<file path="src/rtl/spike_window_classifier.sv">
// ---------------------------------------------------------------------------
// spike_window_classifier
//
// Counts rising edges of the winner spike line over fixed windows of
// WINDOW_CYCLES clock cycles and reports each window's count together with a
// LOW / NORMAL / HIGH class through a valid/ready result register. A result
// that completes while the previous one is still unconsumed is dropped and
// flagged on the sticky overrun_o output.
//
// The cycle in which enable_i first rises is spent entering RUN; window
// cycle 0 is the following cycle.
//
// Ports
//   clk_i           sole clock
//   rst_i           asynchronous reset, active low
//   enable_i        windowing enable; low abandons the current window
//   spike_i         winner spike level from the upstream network
//   result_ready_i  consumer ready
//   result_valid_o  result valid, held until transferred
//   spike_count_o   spike count of the reported window (saturating)
//   class_o         00 NORMAL, 01 LOW, 10 HIGH
//   overrun_o       sticky: a completed window was dropped (reset clears)
//
// state    | meaning
// ---------+-------------------------------------------------------------
// ST_IDLE  | not windowing; counters held at zero
// ST_RUN   | counting window cycles and spike events
// ---------------------------------------------------------------------------
module spike_window_classifier #(
    parameter int WINDOW_CYCLES = 1200000,
    parameter int CNT_W         = 16,
    parameter int LOW_THR       = 2,
    parameter int HIGH_THR      = 10
) (
    input  logic             clk_i,
    input  logic             rst_i,
    input  logic             enable_i,
    input  logic             spike_i,
    input  logic             result_ready_i,
    output logic             result_valid_o,
    output logic [CNT_W-1:0] spike_count_o,
    output logic [1:0]       class_o,
    output logic             overrun_o
);

    localparam int               WIN_W    = (WINDOW_CYCLES > 2) ? $clog2(WINDOW_CYCLES) : 1;
    localparam logic [WIN_W-1:0] WIN_LAST = WIN_W'(WINDOW_CYCLES - 1);
    localparam logic [CNT_W-1:0] CNT_MAX  = '1;

    localparam logic [1:0] CLASS_NORMAL = 2'b00;
    localparam logic [1:0] CLASS_LOW    = 2'b01;
    localparam logic [1:0] CLASS_HIGH   = 2'b10;

    typedef enum logic {
        ST_IDLE,
        ST_RUN
    } state_t;

    state_t             state_q;
    state_t             state_d;
    logic [WIN_W-1:0]   win_cnt_q;
    logic [WIN_W-1:0]   win_cnt_d;
    logic [CNT_W-1:0]   spike_cnt_q;
    logic [CNT_W-1:0]   spike_cnt_d;
    logic               spike_q;

    logic               spike_evt;
    logic [CNT_W-1:0]   spike_inc;
    logic               win_end;
    logic               transfer;
    logic               load_result;
    logic [1:0]         win_class;
    logic [31:0]        count_ext;

    // Previous-sample register runs every cycle so an edge is never invented
    // by enabling while the spike line is already high.
    always_ff @(posedge clk_i or negedge rst_i) begin
        if (!rst_i) begin
            spike_q <= 1'b0;
        end else begin
            spike_q <= spike_i;
        end
    end

    assign spike_evt = spike_i & ~spike_q;

    // Count including this cycle's event; saturates instead of wrapping.
    always_comb begin
        spike_inc = spike_cnt_q;
        if (spike_evt && (spike_cnt_q != CNT_MAX)) begin
            spike_inc = spike_cnt_q + CNT_W'(1);
        end
    end

    always_ff @(posedge clk_i or negedge rst_i) begin
        if (!rst_i) begin
            state_q     <= ST_IDLE;
            win_cnt_q   <= '0;
            spike_cnt_q <= '0;
        end else begin
            state_q     <= state_d;
            win_cnt_q   <= win_cnt_d;
            spike_cnt_q <= spike_cnt_d;
        end
    end

    always_comb begin
        state_d     = state_q;
        win_cnt_d   = win_cnt_q;
        spike_cnt_d = spike_cnt_q;
        win_end     = 1'b0;
        case (state_q)
            ST_IDLE: begin
                win_cnt_d   = '0;
                spike_cnt_d = '0;
                if (enable_i) begin
                    state_d = ST_RUN;
                end
            end
            ST_RUN: begin
                if (!enable_i) begin
                    // Partial window is abandoned without a result.
                    state_d     = ST_IDLE;
                    win_cnt_d   = '0;
                    spike_cnt_d = '0;
                end else if (win_cnt_q == WIN_LAST) begin
                    // Next window starts immediately, no gap cycle.
                    win_end     = 1'b1;
                    win_cnt_d   = '0;
                    spike_cnt_d = '0;
                end else begin
                    win_cnt_d   = win_cnt_q + WIN_W'(1);
                    spike_cnt_d = spike_inc;
                end
            end
            default: begin
                state_d     = ST_IDLE;
                win_cnt_d   = '0;
                spike_cnt_d = '0;
            end
        endcase
    end

    always_comb begin
        count_ext = 32'(spike_inc);
        if (count_ext < 32'(LOW_THR)) begin
            win_class = CLASS_LOW;
        end else if (count_ext > 32'(HIGH_THR)) begin
            win_class = CLASS_HIGH;
        end else begin
            win_class = CLASS_NORMAL;
        end
    end

    assign transfer    = result_valid_o & result_ready_i;
    // A finishing window may replace the held result only if that result is
    // absent or leaving on this same edge.
    assign load_result = win_end & (~result_valid_o | result_ready_i);

    always_ff @(posedge clk_i or negedge rst_i) begin
        if (!rst_i) begin
            result_valid_o <= 1'b0;
            spike_count_o  <= '0;
            class_o        <= CLASS_NORMAL;
            overrun_o      <= 1'b0;
        end else begin
            if (load_result) begin
                result_valid_o <= 1'b1;
                spike_count_o  <= spike_inc;
                class_o        <= win_class;
            end else if (transfer) begin
                result_valid_o <= 1'b0;
            end
            if (win_end && !load_result) begin
                overrun_o <= 1'b1;
            end
        end
    end

endmodule

</file>
<file path="config.mk">
export PLATFORM = sky130hd
export DESIGN_NAME = spike_window_classifier
export DESIGN_NICKNAME = d
export VERILOG_FILES = /design/src/rtl/spike_window_classifier.sv
export SDC_FILE = /design/constraint.sdc
export NUM_CORES = 1
export LEC_CHECK = 0
export BUFFER_PORTS_ARGS = -buffer_cell sky130_fd_sc_hd__buf_2
export CORE_MARGIN = 5
export CORE_UTILIZATION = 46
export DETAILED_ROUTE_END_ITERATION = 7
export GPL_TIMING_DRIVEN = 0
export PLACE_DENSITY = 0.67
export SLEW_MARGIN = 0
export SYNTH_ARGS = -nofsm -noshare
export SYNTH_HDL_FRONTEND = slang
export SYNTH_SLANG_ARGS = --single-unit
</file>
<file path="constraint.sdc">
create_clock -name clk_i -period 2.9 [get_ports clk_i]
set_input_delay 0.29 -clock clk_i [delete_from_list [all_inputs] [get_ports clk_i]]
set_output_delay 0.29 -clock clk_i [all_outputs]
set_load 0.1 [all_outputs]
</file>
======== Word level (Yosys, flattened, before mapping) ========
Index checks and enable logic that the tools add are counted.
word-level totals
  memory bits (writable) .................. 0
  output and inout bits ................... 20
  bits of input ports ..................... 5
  register bits after elaboration ......... 59
  bits in latches ......................... 0
  ROM bits ................................ 0
  memories kept ........................... 0
cells by class
  muxes and demuxes ....................... 15
  div/mod/pow operators ................... 0
  add/sub/neg operators ................... 2
  bitwise gates (word level) .............. 7
  $lt $le $gt $ge ......................... 2
  equality and inequality tests ........... 2
  multiply operators ...................... 0
  reduce and logical (&&, ||, !) cells .... 4
  shift operators ......................... 0
operators by type and width
  operator               number
  $mux 16                3
  $mux 21                2
  $pmux 21 s2            1
  $pmux 16 s2            1
  $add 21x1->21 const B  1
  $eq 21x21->1 const B   1
  $add 16x1->16 const B  1
  $gt 16x4->1 const B    1
  $lt 16x2->1 const B    1
  $ne 16x16->1 const B   1
  $mux 1                 6
  $mux 2                 2
  $and 1x1->1            3
  $not 1->1              3
  $logic_and 1x1->1      2
  $reduce_bool 2->1      1
  $logic_not 1->1        1
  $or 1x1->1             1

======== Logic depth before layout (Yosys ltp) ========
  depth in word-level cells ............... 7
  depth in mapped cells ................... 8
  gate-level depth less buffers ........... 7

======== Worst setup path after synthesis ========
Ideal clock, no wire load.
  path kind ............................... flip-flop to flip-flop
  from .................................... register spike_cnt_q[0]
  to ...................................... register class_o[0]
  path buffers ............................ 1
  setup time .............................. 0.122 ns
  arrival time ............................ 2.097 ns
  required time ........................... 2.778 ns
  cell stages (with the launch flop) ...... 9
  setup slack ............................. 0.681 ns
  cells stage by stage .................... dfrtp_1 > ha_1 > buf_2 > nand4_1 > nor4_4 > or4b_4 > mux2i_1 > and4bb_1 > a22o_1
on the way
  longest elaborated chain between the ends .. 5
  elaborated cells between the ends (all ways) .. 6
  those cells by class .................... 1 x add/sub; 1 x order compare; 1 x eq/ne; 2 x mux; 1 x reduce/logical
ends and longest elaborated chain
  what                                                   RTL line  RTL
  start: declaration                                     63        logic [CNT_W-1:0] spike_cnt_q;
  start signal: assignment                               103       spike_cnt_q <= spike_cnt_d;
  branches (longest 2 deep; another with $add 16x1->16)  -
  $mux 16 (*)                                            90        if (spike_evt && (spike_cnt_q != CNT_MAX)) begin
  $lt 16x2->1 (*)                                        146       if (count_ext < 32'(LOW_THR)) begin
  $mux 2 (*)                                             146
  end signal: assignment                                 170       class_o <= win_class;
  end: declaration                                       42        output logic [1:0] class_o,
Every way passes the cells marked *.
A chain may end at the register's enable or synchronous reset.

======== Worst setup path after layout ========
  from .................................... register spike_cnt_q[0]
  to ...................................... register class_o[1]
on the way
  longest elaborated chain between the ends .. 6
  elaborated cells between the ends (all ways) .. 8
  those cells by class .................... 1 x add/sub; 2 x order compare; 1 x eq/ne; 3 x mux; 1 x reduce/logical
ends and longest elaborated chain
  what                                                   RTL line  RTL
  branches (longest 2 deep; another with $add 16x1->16)  -
  $mux 16 (*)                                            90
  $gt 16x4->1                                            148       end else if (count_ext > 32'(HIGH_THR)) begin
  $mux 2                                                 148
  $mux 2 (*)                                             146
Marked as above.

==> Flow_metrics.wiki <==
{| class="wikitable"
! Metric !! Value
|-
| Clock Path Buffers || 2
|-
| PortBufs || 24
|-
| Hold buffers post-CTS || 0
|-
| Final Routed Wirelength || 5.87 mm
|-
| Sequential cell area fraction in the yosys report || 50.9%
|-
| Final critical path time including I/O delays and setup || 2.55 ns
|-
| Area after detailed placement || 3120 sq um
|-
| Total count of hold-check failures in the final report || 0
|-
| Starting density of the core || 46.5%
|-
| Reg2reg setup slack || 0.35 ns
|-
| CTS tree || done
|-
| Net Sw Power || 0.353 mW
|-
| Die outline height || 89.4 um
|-
| Clock sink count || 59
|-
| Endpoint of the lowest-slack register-to-register path || class_o[1]
|-
| Synth-to-Final Area Change || 14.5%
|-
| CTS Buf Count || 9
|-
| Worst Setup Start Kind || register
|-
| Fraction of synthesis flops using an asynchronous set or reset pin || 100%
|-
| Launch point of the worst reg-to-reg path || spike_cnt_q[0]
|-
| Overall overflow remaining after global route || 0
|-
| Clock latency at the later pin of the worst-skew pair || 0.33 ns
|-
| Die area || around 8000 sq um
|-
| Share of total power in combinational logic || 2.7%
|-
| Fraction of final layout cells sized beyond drive strength 1 || 15.9%
|-
| CP startpoint || spike_cnt_q[0]
|-
| Filler cell count || 588
|-
| Max-slew violations || 0
|-
| Switching share of power || 21.7%
|-
| Post-route clock skew || 0.00649 ns
|-
| Top post-synthesis cells by area || dfrtp_1 51%, nor2_1 5.9%, nand2_1 4.7%, xor2_1 4.5%, xnor2_1 3.9%
|-
| Number of nets still failing antenna checks after routing || 0
|-
| Design internal power || 1.27 mW
|-
| Worst setup EP type || register
|-
| Power share of the sequential group || 51.0%
|-
| Share of the clock period used by the worst path || 88.0%
|-
| CTS clock-pin slew for the worst setup and hold paths || 0.07 ns
|-
| Cell accounting for the most synthesized area || dfrtp_1
|-
| Post-cts gate resize count || 0
|-
| Pin count of the biggest net entering global routing || 60
|-
| Data required time of the worst path || between 3 and 4 ns
|-
| Cell count after synthesis || between 300 and 400
|-
| Length of the first detailed-routing pass in iterations || 4
|-
| Number of H-tree branching levels || 3
|-
| ANT cells || 0
|-
| Worst Path Max Fanout || 10
|-
| Non-filler instance count after layout || 422
|-
| Slew at the pin closest to its max-slew limit || 0.731 ns
|-
| Cell Rows || 29
|-
| Core area || approximately 6200 sq um
|-
| Maximum resistive drop on vdd || 0.287 mV
|-
| Share of Yosys cell area claimed by the top area cell type || between 50 and 60%
|-
| Vias per std cell || 5.39
|-
| Area of the multi-input gates || 1340 sq um
|-
| First-iteration detailed-routing DRC count || about 110
|-
| Top cells by instance count after synthesis || 59 x dfrtp_1, 46 x nor2_1, 36 x nand2_1, 20 x nand3_1, 20 x o21ai_0
|-
| Number of antenna violations at the first check in global routing || 0
|-
| Post-synthesis sequential element count || 59
|-
| Final setup slack of the worst path || 0.348 ns
|-
| Sequential cell area in the final layout || 1480 sq um
|-
| Average cell area after synthesis || 9.49 sq um
|-
| FF-to-FF path depth || 8
|-
| Drt wl/cell || ~14 um
|-
| Cell area after synthesis || between 2000 and 3000 sq um
|-
| Max Clk Rate || 0.392 GHz
|-
| # DRC || 0
|-
| Most common cell in the synthesized netlist || dfrtp_1
|-
| Run status || completed
|-
| Count of flip-flops with a built-in enable after synthesis || 0
|-
| Utilization after layout || 53.2%
|-
| Post-synth cell types || between 40 and 50
|-
| Flip-flop cell with the highest count after synthesis || dfrtp_1
|-
| Half-perimeter wire length of the detailed placement result || 4.10 mm
|-
| LEAKAGE || 1.49 nW
|-
| Via count of the first global-routing pass || 2197
|-
| # nets final || roughly 350
|-
| Setup slack after placement || 0.377 ns
|-
| Critical Setup Path Class || reg -> reg
|-
| Global router's overall resource usage || 16.7%
|-
| Crit path to || class_o[1]
|-
| Relative contribution of the clock network to total power || between 40% and 50%
|-
| Final sum of negative setup slack || 0 ns
|-
| Wire length of the first global-routing pass || 10.2 mm
|-
| Die Wd || 89.4 um
|-
| Number of warnings reported in the yosys synthesis log || 0
|-
| Post-synth net total || ~310
|-
| Final cell area excluding filler cells || 3320 sq um
|-
| Placed instance count || between 400 and 500
|-
| Pwr dens || between 400 and 500 nW/um^2
|-
| Headroom to the max-slew limit || 51.3%
|-
| Final setup viols || 0
|-
| Worst endpoint data arrival time || roughly 2.8 ns
|-
| Number of setup buffers added after CTS || 0
|-
| Classification of the worst-slack hold path || in -> async
|-
| CTS Root Cell || clkbuf_8
|-
| Overall via count from detail_route || 2276
|-
| Count of boundary I/O pins || 25
|-
| RSZ-0062 raised after global routing || false
|-
| Number of max-capacitance violations reported || 0
|-
| Final weighted congestion of routability-driven global placement || 0.918
|}
cell usage in the layout, fill, tap and decap left out, types with 2 or more instances in the layout:
cell type   netlist  final
nor2_1           46     46
ha_1              2      2
nand2b_1          3      3
o21ai_0          20     20
dfrtp_1          59     59
nor2b_1           2      2
xnor2_1          13     13
nand3b_1          2      2
nor3_1            7      7
mux2i_1           5      5
o21bai_1          3      3
clkbuf_1          8      8
and4_1            4      4
nor4_1            6      6
nand4_1           8      8
a21oi_1           5      5
clkinvlp_4        0      2
inv_1             3      3
a31o_2            2      2
nand3_1          20     20
buf_2             6     29
nand2_1          36     36
and3_1           10     10
clkbuf_8          0     11
xor2_1           15     15
final cells by class:
| type | count | share of cell area, % |
|---|---|---|
| flip-flops and latches | 59 | 44.4 |
| clock buffers | 11 | 4.56 |
| inverters | 3 | 0.339 |
| plain buffers | 16 | 2.30 |
| multi-input cells | 228 | 40.3 |
| well taps | 77 | 2.90 |
| clock inverters | 4 | 1.51 |
| repair buffers | 24 | 3.69 |
registers in the layout, indices dropped and copies added (netlist names):
name / count
spike_q: 1
result_valid_o: 1
spike_count_o: 16
spike_cnt_q: 16
overrun_o: 1
state_q: 1
win_cnt_q: 21
class_o: 2
how the worst min path moves through the flow:
stage                            end  slack (ns)
finish              spike_count_o[2]       0.003
global route         spike_cnt_q[15]        0.08
CTS                          spike_q        0.09
detailed placement           spike_q        0.45
global placement             spike_q        0.44
floorplan                 class_o[0]      -0.006
per-layer routing:
metal	vias up	GRT usage [%]	routed length, um	part of all wire, %
met4	0	7.17	100	1.7
met5	-	0	0	0
met2	53	26.9	2770	47
met3	10	3.59	330	5.6
li1	1130	-	-	-
met1	1083	21.8	2670	45
cells by family (layout without fill, tap and decap cells):
group                    after synthesis  after routing  synth area share [%]
AND/OR/NAND/NOR                      154            154                  26.8
AO/OA/AOI/OAI                         39             39                  8.32
XOR/XNOR                              28             28                  8.45
flip-flops                            59             59                  50.9
multiplexers                           5              5                  1.72
adder cells (fa/ha/maj)                2              2                 0.862
buffers and inverters                 19             58                  3.02
critical path, stage by stage, from the launching register on:
cell	delay, ns
dfrtp_1	0.45
ha_1	0.17
buf_2	0.20
nand4_1	0.28
nor4_1	0.43
mux2i_1	0.34
nand4_1	0.15
and4bb_1	0.34
a21oi_1	0.08
metrics by stage:
step           total power, mW  hold slack (ns)
6_report                  1.63          0.00271
5_1_grt                   1.70           0.0779
4_1_cts                   1.66           0.0891
3_5_place_dp             0.890            0.448
3_3_place_gp             0.890            0.441
2_1_floorplan            0.863         -0.00559
power groups by stage:
stage / logic (mW) / clock network (mW) / registers (mW)
floorplan: 0.0187 / 0 / 0.845
global placement: 0.0445 / 0 / 0.845
detailed placement: 0.0450 / 0 / 0.845
CTS: 0.0450 / 0.781 / 0.829
global route: 0.0516 / 0.822 / 0.829
finish: 0.0435 / 0.754 / 0.830
(Power assumes the default switching activity.)
